## src/rtl/rf_op_sequencer_if.sv

```systemverilog
// Command, response and register-file port bundle for rf_op_sequencer.
// slave is the sequencer side; master is the command source / register-file owner side.
interface rf_op_sequencer_if #(
    parameter int AW = 4,
    parameter int DW = 16
);
    logic          cmd_valid;
    logic          cmd_ready;
    logic [1:0]    cmd_op;
    logic [AW-1:0] cmd_rd;
    logic [AW-1:0] cmd_rs1;
    logic [AW-1:0] cmd_rs2;
    logic          rsp_valid;
    logic          rsp_ready;
    logic [DW-1:0] rsp_data;
    logic          rsp_err;
    logic [AW-1:0] rf_raddr1;
    logic [AW-1:0] rf_raddr2;
    logic [DW-1:0] rf_rdata1;
    logic [DW-1:0] rf_rdata2;
    logic [AW-1:0] rf_waddr;
    logic [DW-1:0] rf_wdata;
    logic          rf_wen;
    logic          init_done;

    modport slave (
        input  cmd_valid, cmd_op, cmd_rd, cmd_rs1, cmd_rs2,
        input  rsp_ready, rf_rdata1, rf_rdata2,
        output cmd_ready, rsp_valid, rsp_data, rsp_err,
        output rf_raddr1, rf_raddr2, rf_waddr, rf_wdata, rf_wen, init_done
    );

    modport master (
        output cmd_valid, cmd_op, cmd_rd, cmd_rs1, cmd_rs2,
        output rsp_ready, rf_rdata1, rf_rdata2,
        input  cmd_ready, rsp_valid, rsp_data, rsp_err,
        input  rf_raddr1, rf_raddr2, rf_waddr, rf_wdata, rf_wen, init_done
    );
endinterface

```

## src/rtl/rf_op_sequencer.sv

```systemverilog
// Clears an external register file after reset, then executes one two-operand
// command at a time (read, compute, write back) and returns a single response.
module rf_op_sequencer #(
    parameter int NREGS = 8,
    parameter int AW    = 4,
    parameter int DW    = 16
) (
    input  logic              clk,
    input  logic              rst_n,
    rf_op_sequencer_if.slave  bus
);
    typedef enum logic [2:0] {INIT, IDLE, READ, WRITE, RESP} state_t;
    typedef enum logic [1:0] {OP_ADD = 2'b00, OP_SUB = 2'b01, OP_AND = 2'b10, OP_MOV = 2'b11} op_t;

    localparam logic [AW:0]   NREGS_W   = (AW+1)'(NREGS);
    localparam logic [AW-1:0] LAST_ADDR = AW'(NREGS - 1);

    state_t        state_q;
    op_t           op_q;
    logic [AW-1:0] rd_q;
    logic [AW-1:0] sweep_q;
    logic          cmd_ready_q;
    logic          rsp_valid_q;
    logic [DW-1:0] rsp_data_q;
    logic          rsp_err_q;
    logic [AW-1:0] raddr1_q;
    logic [AW-1:0] raddr2_q;
    logic [AW-1:0] waddr_q;
    logic [DW-1:0] wdata_q;
    logic          wen_q;
    logic          init_done_q;

    logic [DW-1:0] result_d;
    logic [AW-1:0] cmd_addr [3];
    logic [2:0]    addr_oor;

    assign cmd_addr[0] = bus.cmd_rd;
    assign cmd_addr[1] = bus.cmd_rs1;
    assign cmd_addr[2] = bus.cmd_rs2;

    // Zero-extend by one bit so NREGS == 2**AW never reports an error.
    genvar gi;
    generate
        for (gi = 0; gi < 3; gi++) begin : g_addr_chk
            assign addr_oor[gi] = ({1'b0, cmd_addr[gi]} >= NREGS_W);
        end
    endgenerate

    always_comb begin
        result_d = bus.rf_rdata1;
        case (op_q)
            OP_ADD:  result_d = bus.rf_rdata1 + bus.rf_rdata2;
            OP_SUB:  result_d = bus.rf_rdata1 - bus.rf_rdata2;
            OP_AND:  result_d = bus.rf_rdata1 & bus.rf_rdata2;
            default: result_d = bus.rf_rdata1;
        endcase
    end

    always_ff @(posedge clk or negedge rst_n) begin
        if (!rst_n) begin
            state_q     <= INIT;
            op_q        <= OP_ADD;
            rd_q        <= '0;
            sweep_q     <= '0;
            cmd_ready_q <= 1'b0;
            rsp_valid_q <= 1'b0;
            rsp_data_q  <= '0;
            rsp_err_q   <= 1'b0;
            raddr1_q    <= '0;
            raddr2_q    <= '0;
            waddr_q     <= '0;
            wdata_q     <= '0;
            wen_q       <= 1'b0;
            init_done_q <= 1'b0;
        end else begin
            case (state_q)
                INIT: begin
                    // wen_q marks that the entry in waddr_q is being written this cycle.
                    if (wen_q && waddr_q == LAST_ADDR) begin
                        wen_q       <= 1'b0;
                        waddr_q     <= '0;
                        init_done_q <= 1'b1;
                        cmd_ready_q <= 1'b1;
                        state_q     <= IDLE;
                    end else begin
                        wen_q   <= 1'b1;
                        waddr_q <= sweep_q;
                        wdata_q <= '0;
                        sweep_q <= sweep_q + AW'(1);
                    end
                end
                IDLE: begin
                    if (bus.cmd_valid && cmd_ready_q) begin
                        cmd_ready_q <= 1'b0;
                        op_q        <= op_t'(bus.cmd_op);
                        rd_q        <= bus.cmd_rd;
                        if (|addr_oor) begin
                            rsp_valid_q <= 1'b1;
                            rsp_data_q  <= '0;
                            rsp_err_q   <= 1'b1;
                            state_q     <= RESP;
                        end else begin
                            raddr1_q <= bus.cmd_rs1;
                            raddr2_q <= bus.cmd_rs2;
                            state_q  <= READ;
                        end
                    end
                end
                READ: begin
                    raddr1_q <= '0;
                    raddr2_q <= '0;
                    wen_q    <= 1'b1;
                    waddr_q  <= rd_q;
                    wdata_q  <= result_d;
                    state_q  <= WRITE;
                end
                WRITE: begin
                    wen_q       <= 1'b0;
                    waddr_q     <= '0;
                    rsp_valid_q <= 1'b1;
                    rsp_data_q  <= wdata_q;
                    rsp_err_q   <= 1'b0;
                    state_q     <= RESP;
                end
                RESP: begin
                    if (bus.rsp_ready) begin
                        rsp_valid_q <= 1'b0;
                        rsp_data_q  <= '0;
                        rsp_err_q   <= 1'b0;
                        cmd_ready_q <= 1'b1;
                        state_q     <= IDLE;
                    end
                end
                default: state_q <= INIT;
            endcase
        end
    end

    assign bus.cmd_ready = cmd_ready_q;
    assign bus.rsp_valid = rsp_valid_q;
    assign bus.rsp_data  = rsp_data_q;
    assign bus.rsp_err   = rsp_err_q;
    assign bus.rf_raddr1 = raddr1_q;
    assign bus.rf_raddr2 = raddr2_q;
    assign bus.rf_waddr  = waddr_q;
    assign bus.rf_wdata  = wdata_q;
    assign bus.rf_wen    = wen_q;
    assign bus.init_done = init_done_q;
endmodule

```

## src/flat_wrapper.sv

```systemverilog
// flat-port wrapper written by rule: the top's interface ports become plain ports
module rf_op_sequencer_flat 
#(
    parameter int NREGS = 8,
    parameter int AW    = 4,
    parameter int DW    = 16
)
  (clk, rst_n, bus_cmd_valid, bus_cmd_op, bus_cmd_rd, bus_cmd_rs1, bus_cmd_rs2, bus_rsp_ready, bus_rf_rdata1, bus_rf_rdata2, bus_cmd_ready, bus_rsp_valid, bus_rsp_data, bus_rsp_err, bus_rf_raddr1, bus_rf_raddr2, bus_rf_waddr, bus_rf_wdata, bus_rf_wen, bus_init_done);
  rf_op_sequencer_if #(.AW(AW), .DW(DW)) bus_i ();
  input  logic clk;
  input  logic rst_n;
  input wire logic [$bits(bus_i.cmd_valid)-1:0] bus_cmd_valid;
  input wire logic [$bits(bus_i.cmd_op)-1:0] bus_cmd_op;
  input wire logic [$bits(bus_i.cmd_rd)-1:0] bus_cmd_rd;
  input wire logic [$bits(bus_i.cmd_rs1)-1:0] bus_cmd_rs1;
  input wire logic [$bits(bus_i.cmd_rs2)-1:0] bus_cmd_rs2;
  input wire logic [$bits(bus_i.rsp_ready)-1:0] bus_rsp_ready;
  input wire logic [$bits(bus_i.rf_rdata1)-1:0] bus_rf_rdata1;
  input wire logic [$bits(bus_i.rf_rdata2)-1:0] bus_rf_rdata2;
  output wire logic [$bits(bus_i.cmd_ready)-1:0] bus_cmd_ready;
  output wire logic [$bits(bus_i.rsp_valid)-1:0] bus_rsp_valid;
  output wire logic [$bits(bus_i.rsp_data)-1:0] bus_rsp_data;
  output wire logic [$bits(bus_i.rsp_err)-1:0] bus_rsp_err;
  output wire logic [$bits(bus_i.rf_raddr1)-1:0] bus_rf_raddr1;
  output wire logic [$bits(bus_i.rf_raddr2)-1:0] bus_rf_raddr2;
  output wire logic [$bits(bus_i.rf_waddr)-1:0] bus_rf_waddr;
  output wire logic [$bits(bus_i.rf_wdata)-1:0] bus_rf_wdata;
  output wire logic [$bits(bus_i.rf_wen)-1:0] bus_rf_wen;
  output wire logic [$bits(bus_i.init_done)-1:0] bus_init_done;
  assign bus_i.cmd_valid = bus_cmd_valid;
  assign bus_i.cmd_op = bus_cmd_op;
  assign bus_i.cmd_rd = bus_cmd_rd;
  assign bus_i.cmd_rs1 = bus_cmd_rs1;
  assign bus_i.cmd_rs2 = bus_cmd_rs2;
  assign bus_i.rsp_ready = bus_rsp_ready;
  assign bus_i.rf_rdata1 = bus_rf_rdata1;
  assign bus_i.rf_rdata2 = bus_rf_rdata2;
  assign bus_cmd_ready = bus_i.cmd_ready;
  assign bus_rsp_valid = bus_i.rsp_valid;
  assign bus_rsp_data = bus_i.rsp_data;
  assign bus_rsp_err = bus_i.rsp_err;
  assign bus_rf_raddr1 = bus_i.rf_raddr1;
  assign bus_rf_raddr2 = bus_i.rf_raddr2;
  assign bus_rf_waddr = bus_i.rf_waddr;
  assign bus_rf_wdata = bus_i.rf_wdata;
  assign bus_rf_wen = bus_i.rf_wen;
  assign bus_init_done = bus_i.init_done;
  rf_op_sequencer #(.NREGS(NREGS), .AW(AW), .DW(DW)) u_core (.clk(clk), .rst_n(rst_n), .bus(bus_i));
endmodule
```

## config.mk

```make
export PLATFORM = sky130hd
export DESIGN_NAME = rf_op_sequencer_flat
export DESIGN_NICKNAME = d
export VERILOG_FILES = /design/src/rtl/rf_op_sequencer_if.sv /design/src/rtl/rf_op_sequencer.sv /design/src/flat_wrapper.sv
export SDC_FILE = /design/constraint.sdc
export NUM_CORES = 1
export LEC_CHECK = 0
export CAP_MARGIN = 10
export CORE_MARGIN = 10
export CORE_UTILIZATION = 49
export DETAILED_ROUTE_END_ITERATION = 8
export GPL_TIMING_DRIVEN = 0
export MAX_ROUTING_LAYER = met4
export PLACE_DENSITY = 0.76
export SLEW_MARGIN = 25
export SYNTH_ARGS = -nofsm -noshare
export SYNTH_HDL_FRONTEND = slang
export SYNTH_SLANG_ARGS = --single-unit
```

## constraint.sdc

```tcl
create_clock -name clk -period 3.1 [get_ports clk]
set_clock_uncertainty 0.15 [all_clocks]
set_input_delay 0.62 -clock clk [delete_from_list [all_inputs] [get_ports clk]]
set_output_delay 0.62 -clock clk [all_outputs]
set_load 0.005 [all_outputs]
```

==> out/metrics.csv <==
stage,metric,value,unit
pwr,LEAKAGE,2.297,nW
placed_design,placed cell count,600,
routing,DRC Markers,0,
logic_synthesis,Ys Warns,0,
floorplanning,Starting Density,49.84,%
logic_synthesis,"EDFF count, synth",0,
floorplanning,die width,108.0,um
worst_setup_path,WP buf/inv,2,
clocking,clock root cell,clkbuf_8,
pwr,Peak VDD IR,0.0003939,V
worst_setup_path,flop2flop setup slack,0.13,ns
grt,Overflow after GRT,0,
pwr,power density over cell area,825.2,mW/mm^2
worst_setup_path,Critical Path AT,3.08,ns
routing,Pre-antenna DRT Iters,4,
grt,antenna violations before repair,0,
timing,Total Neg Setup Slack,0,ns
timing,Slew Limit Fails,0,
worst_setup_path,Top Family by Delay on Critical Path,compound AO/OA/AOI/OAI gates,
floorplanning,Die Area,0.01166,sq mm
logic_synthesis,"flops & latches, synth",62,
grt,grt met1 use,23.83,%
logic_synthesis,Synth area leaders,"dfrtp_1, ha_1, a22o_1",
worst_setup_path,worst path cell trace,"buf_2, nor4_4, nor4b_4, buf_4, a21oi_1, xnor2_1, ha_2, nand3_1, a21oi_1, o21ai_1, a21boi_1, mux2i_1, a221o_1",
placed_design,port bufs,98,
final_layout,Ant. Diodes,0,
final_layout,Non-Filler Instances,628,
logic_synthesis,Unique masters post-synth,55,
grt,first-pass GRT wire length,18020,um
grt,largest net degree at the start of global routing,49,
clocking,Sink Count,62,
flow_run,Max-Cap Viols,0,
timing,unrepaired setup endpoints after global routing,yes,
timing,Peak Freq,0.3329,GHz
worst_setup_path,CP max-delay cell,ha_2,
timing,hold_ws,0.3273,ns
timing,Final period util,96.89,%
logic_synthesis,sequential share of the synthesized area,40.92,%
logic_synthesis,commonest cells in the netlist,"dfrtp_1, nor2_1, nand2_1",
routing,Routed WL per cell,17.94,um
grt,gr busiest metal,met2,
placed_design,DPL Wire Length,8644,um
logic_synthesis,syn avg cell area,9.502,sq um
floorplanning,I/O pins,99,
min_path,hold crit path type,flop to flop,
logic_synthesis,share of the synthesized area in the top cell type,40.92,%
floorplanning,number of core rows,32,
logic_synthesis,syn nets,468,
logic_synthesis,synthesized instance count,399,
logic_synthesis,Mapped Area,0.003791,sq mm
logic_synthesis,most frequent cell after synthesis,dfrtp_1,
grt,GRT met3 Usage,2.855,%
timing,relative slew slack,52.98,%
logic_synthesis,Main synth FF type,dfrtp_1,
final_layout,layout cell share with drive strength beyond 1,17.49,%
worst_setup_path,CP startpoint kind,primary input,
routing,vias,3604,
worst_setup_path,WP data required,3.17,ns
clocking,TritonCTS buffer count,9,
routing,"antenna viol nets, final",0,
clocking,H-tree depth,3,
timing,min Tclk post-route,3.003,ns
worst_setup_path,critical path class,primary input to flop,
floorplanning,CORE AREA,0.007607,sq mm
grt,GR Util met2,32.50,%
final_layout,Final Cell Area,0.005338,sq mm
grt,Tot GR Track Use,19.34,%
final_layout,Final Util,70.16,%
routing,drt first-iter violations,173,
timing,Hold Fails Final Rpt,0,
logic_synthesis,async set or reset register ratio after synthesis,100.0,%
routing,Vias/cell,5.739,
outcome,outcome,"complete, no violations",
clocking,worst skew pair latency,0.34,ns
final_layout,number of fill cells in the layout,614,
timing,Setup-failing EPs final,0,
final_layout,Layout Nets,590,
worst_setup_path,Worst setup EP type,flop,
clocking,clock slew at reported path FFs,0.07,ns
worst_setup_path,"Largest stage delay, worst path",0.35,ns
timing,Slew @ Worst Pin,0.7006,ns
placed_design,placed instance area,0.004925,sq mm
placed_design,gpl congestion,1.003,
floorplanning,DIE HEIGHT,108.0,um
routing,overall routed net length,11270,um
worst_setup_path,"most used cell, CP",a21oi_1,
grt,vias in the first global route,3700,
worst_setup_path,worst-path maximum fanout,3,
final_layout,Syn-to-layout area delta,40.79,%
clocking,TritonCTS clock tree,built,
clocking,Clock Path Buffers,2,
logic_synthesis,"area leader, netlist",dfrtp_1,
## registers in the layout, indices dropped and copies added (netlist names)
register / cells
u_core.bus.rsp_data: 16
u_core.op_q: 2
u_core.bus.init_done: 1
u_core.bus.rsp_err: 1
u_core.bus.rf_raddr1: 4
u_core.sweep_q: 4
u_core.bus.rf_waddr: 4
u_core.bus.rf_wen: 1
u_core.bus.rf_raddr2: 4
u_core.bus.cmd_ready: 1
u_core.bus.rsp_valid: 1
u_core.state_q: 3
u_core.bus.rf_wdata: 16
u_core.rd_q: 4
## path summary, 6_finish.rpt
path | end | from | depth (start not counted)
min reg2reg | u_core.bus.init_done | u_core.bus.init_done | 1
max reg2reg | u_core.bus.rf_wdata[11] | u_core.op_q[1] | 10
max in group asynchronous | u_core.op_q[1] | rst_n | 3
min | u_core.bus.init_done | u_core.bus.init_done | 1
max | u_core.bus.rf_wdata[11] | bus_rf_rdata2[5] | 13
min in group asynchronous | u_core.bus.rf_raddr2[2] | rst_n | 2
## cell usage in the layout, fill, tap and decap left out, drive strengths merged, types with 9 or more instances in the layout
cell type and count:
inv 16, nor2 38, dfrtp 62, ha 18, xnor2 14, buf 28
clkdlybuf4s50 86, o21ai 32, a22o 23, nor3 9, xor2 12, a21oi 29
o211ai 12, nand2 32, clkbuf 21
## worst register-to-register path: stages (launching register included)
cell      delay [ns]
dfrtp_1         0.56
nand2b_2        0.31
o21ai_0         0.16
xor2_1          0.18
ha_1            0.35
o21ai_0         0.28
a21oi_1         0.13
o21ai_1         0.17
a21boi_1        0.14
mux2i_1         0.13
a221o_1         0.31
## kinds of logic (layout without fill, tap and decap cells)
| kind of cell | count (synthesis) | count (layout) | synth area share (%) |
|---|---|---|---|
| AOI/OAI and AO/OA | 134 | 134 | 23.79 |
| xor gates and xnor gates | 26 | 26 | 6.007 |
| adders and majority gates | 19 | 19 | 6.469 |
| buffers and inverters | 31 | 158 | 3.300 |
| DFF | 62 | 62 | 40.92 |
| muxes | 15 | 15 | 4.225 |
| and+or+nand+nor | 112 | 112 | 15.28 |
## stage by stage
stage / worst slack (ns) / power, mW
after floorplan: 0.01106 / 2.635
after global routing: -0.03443 / 4.730
final: 0.09652 / 4.405
after CTS: 0.002406 / 4.259
after detailed placement: -0.7957 / 3.392
after global placement: -0.7816 / 3.319
## layer usage
| metal | vias to the layer above | share of wire, % |
|---|---|---|
| li1 | 1713 | - |
| met3 | 22 | 4.3 |
| met2 | 121 | 50 |
| met1 | 1748 | 44 |
| met5 | - | 0 |
| met4 | 0 | 1.9 |
## timing repair
action | 4_1_cts | 5_1_grt
hold buffers | 1 | 0
pin swaps | 14 | 24
endpoints found under the setup margin | 9 | 9
buffers inserted | 9 | 5
endpoints found under the hold margin | 14 | 0
gates resized for setup | 32 | 52
## final cells by class
cell class                 count  area [sq um]  area share (%)
sequential                    62          1551           29.07
clock inverter                 6         70.07           1.313
buffer                        13         60.06           1.125
inverter                      15         56.30           1.055
tap                          102         127.6           2.391
timing repair buffer         114          1090           20.42
multi-input combinational    306          2245           42.05
clock buffer                  10         137.6           2.579
## where the power goes
part | switching, mW | internal, mW | total [mW]
Sequential | 0.169 | 1.02 | 1.19
Combinational | 1.32 | 1.17 | 2.49
Clock | 0.331 | 0.397 | 0.727
No activity file was read; power rests on OpenSTA's default activity.
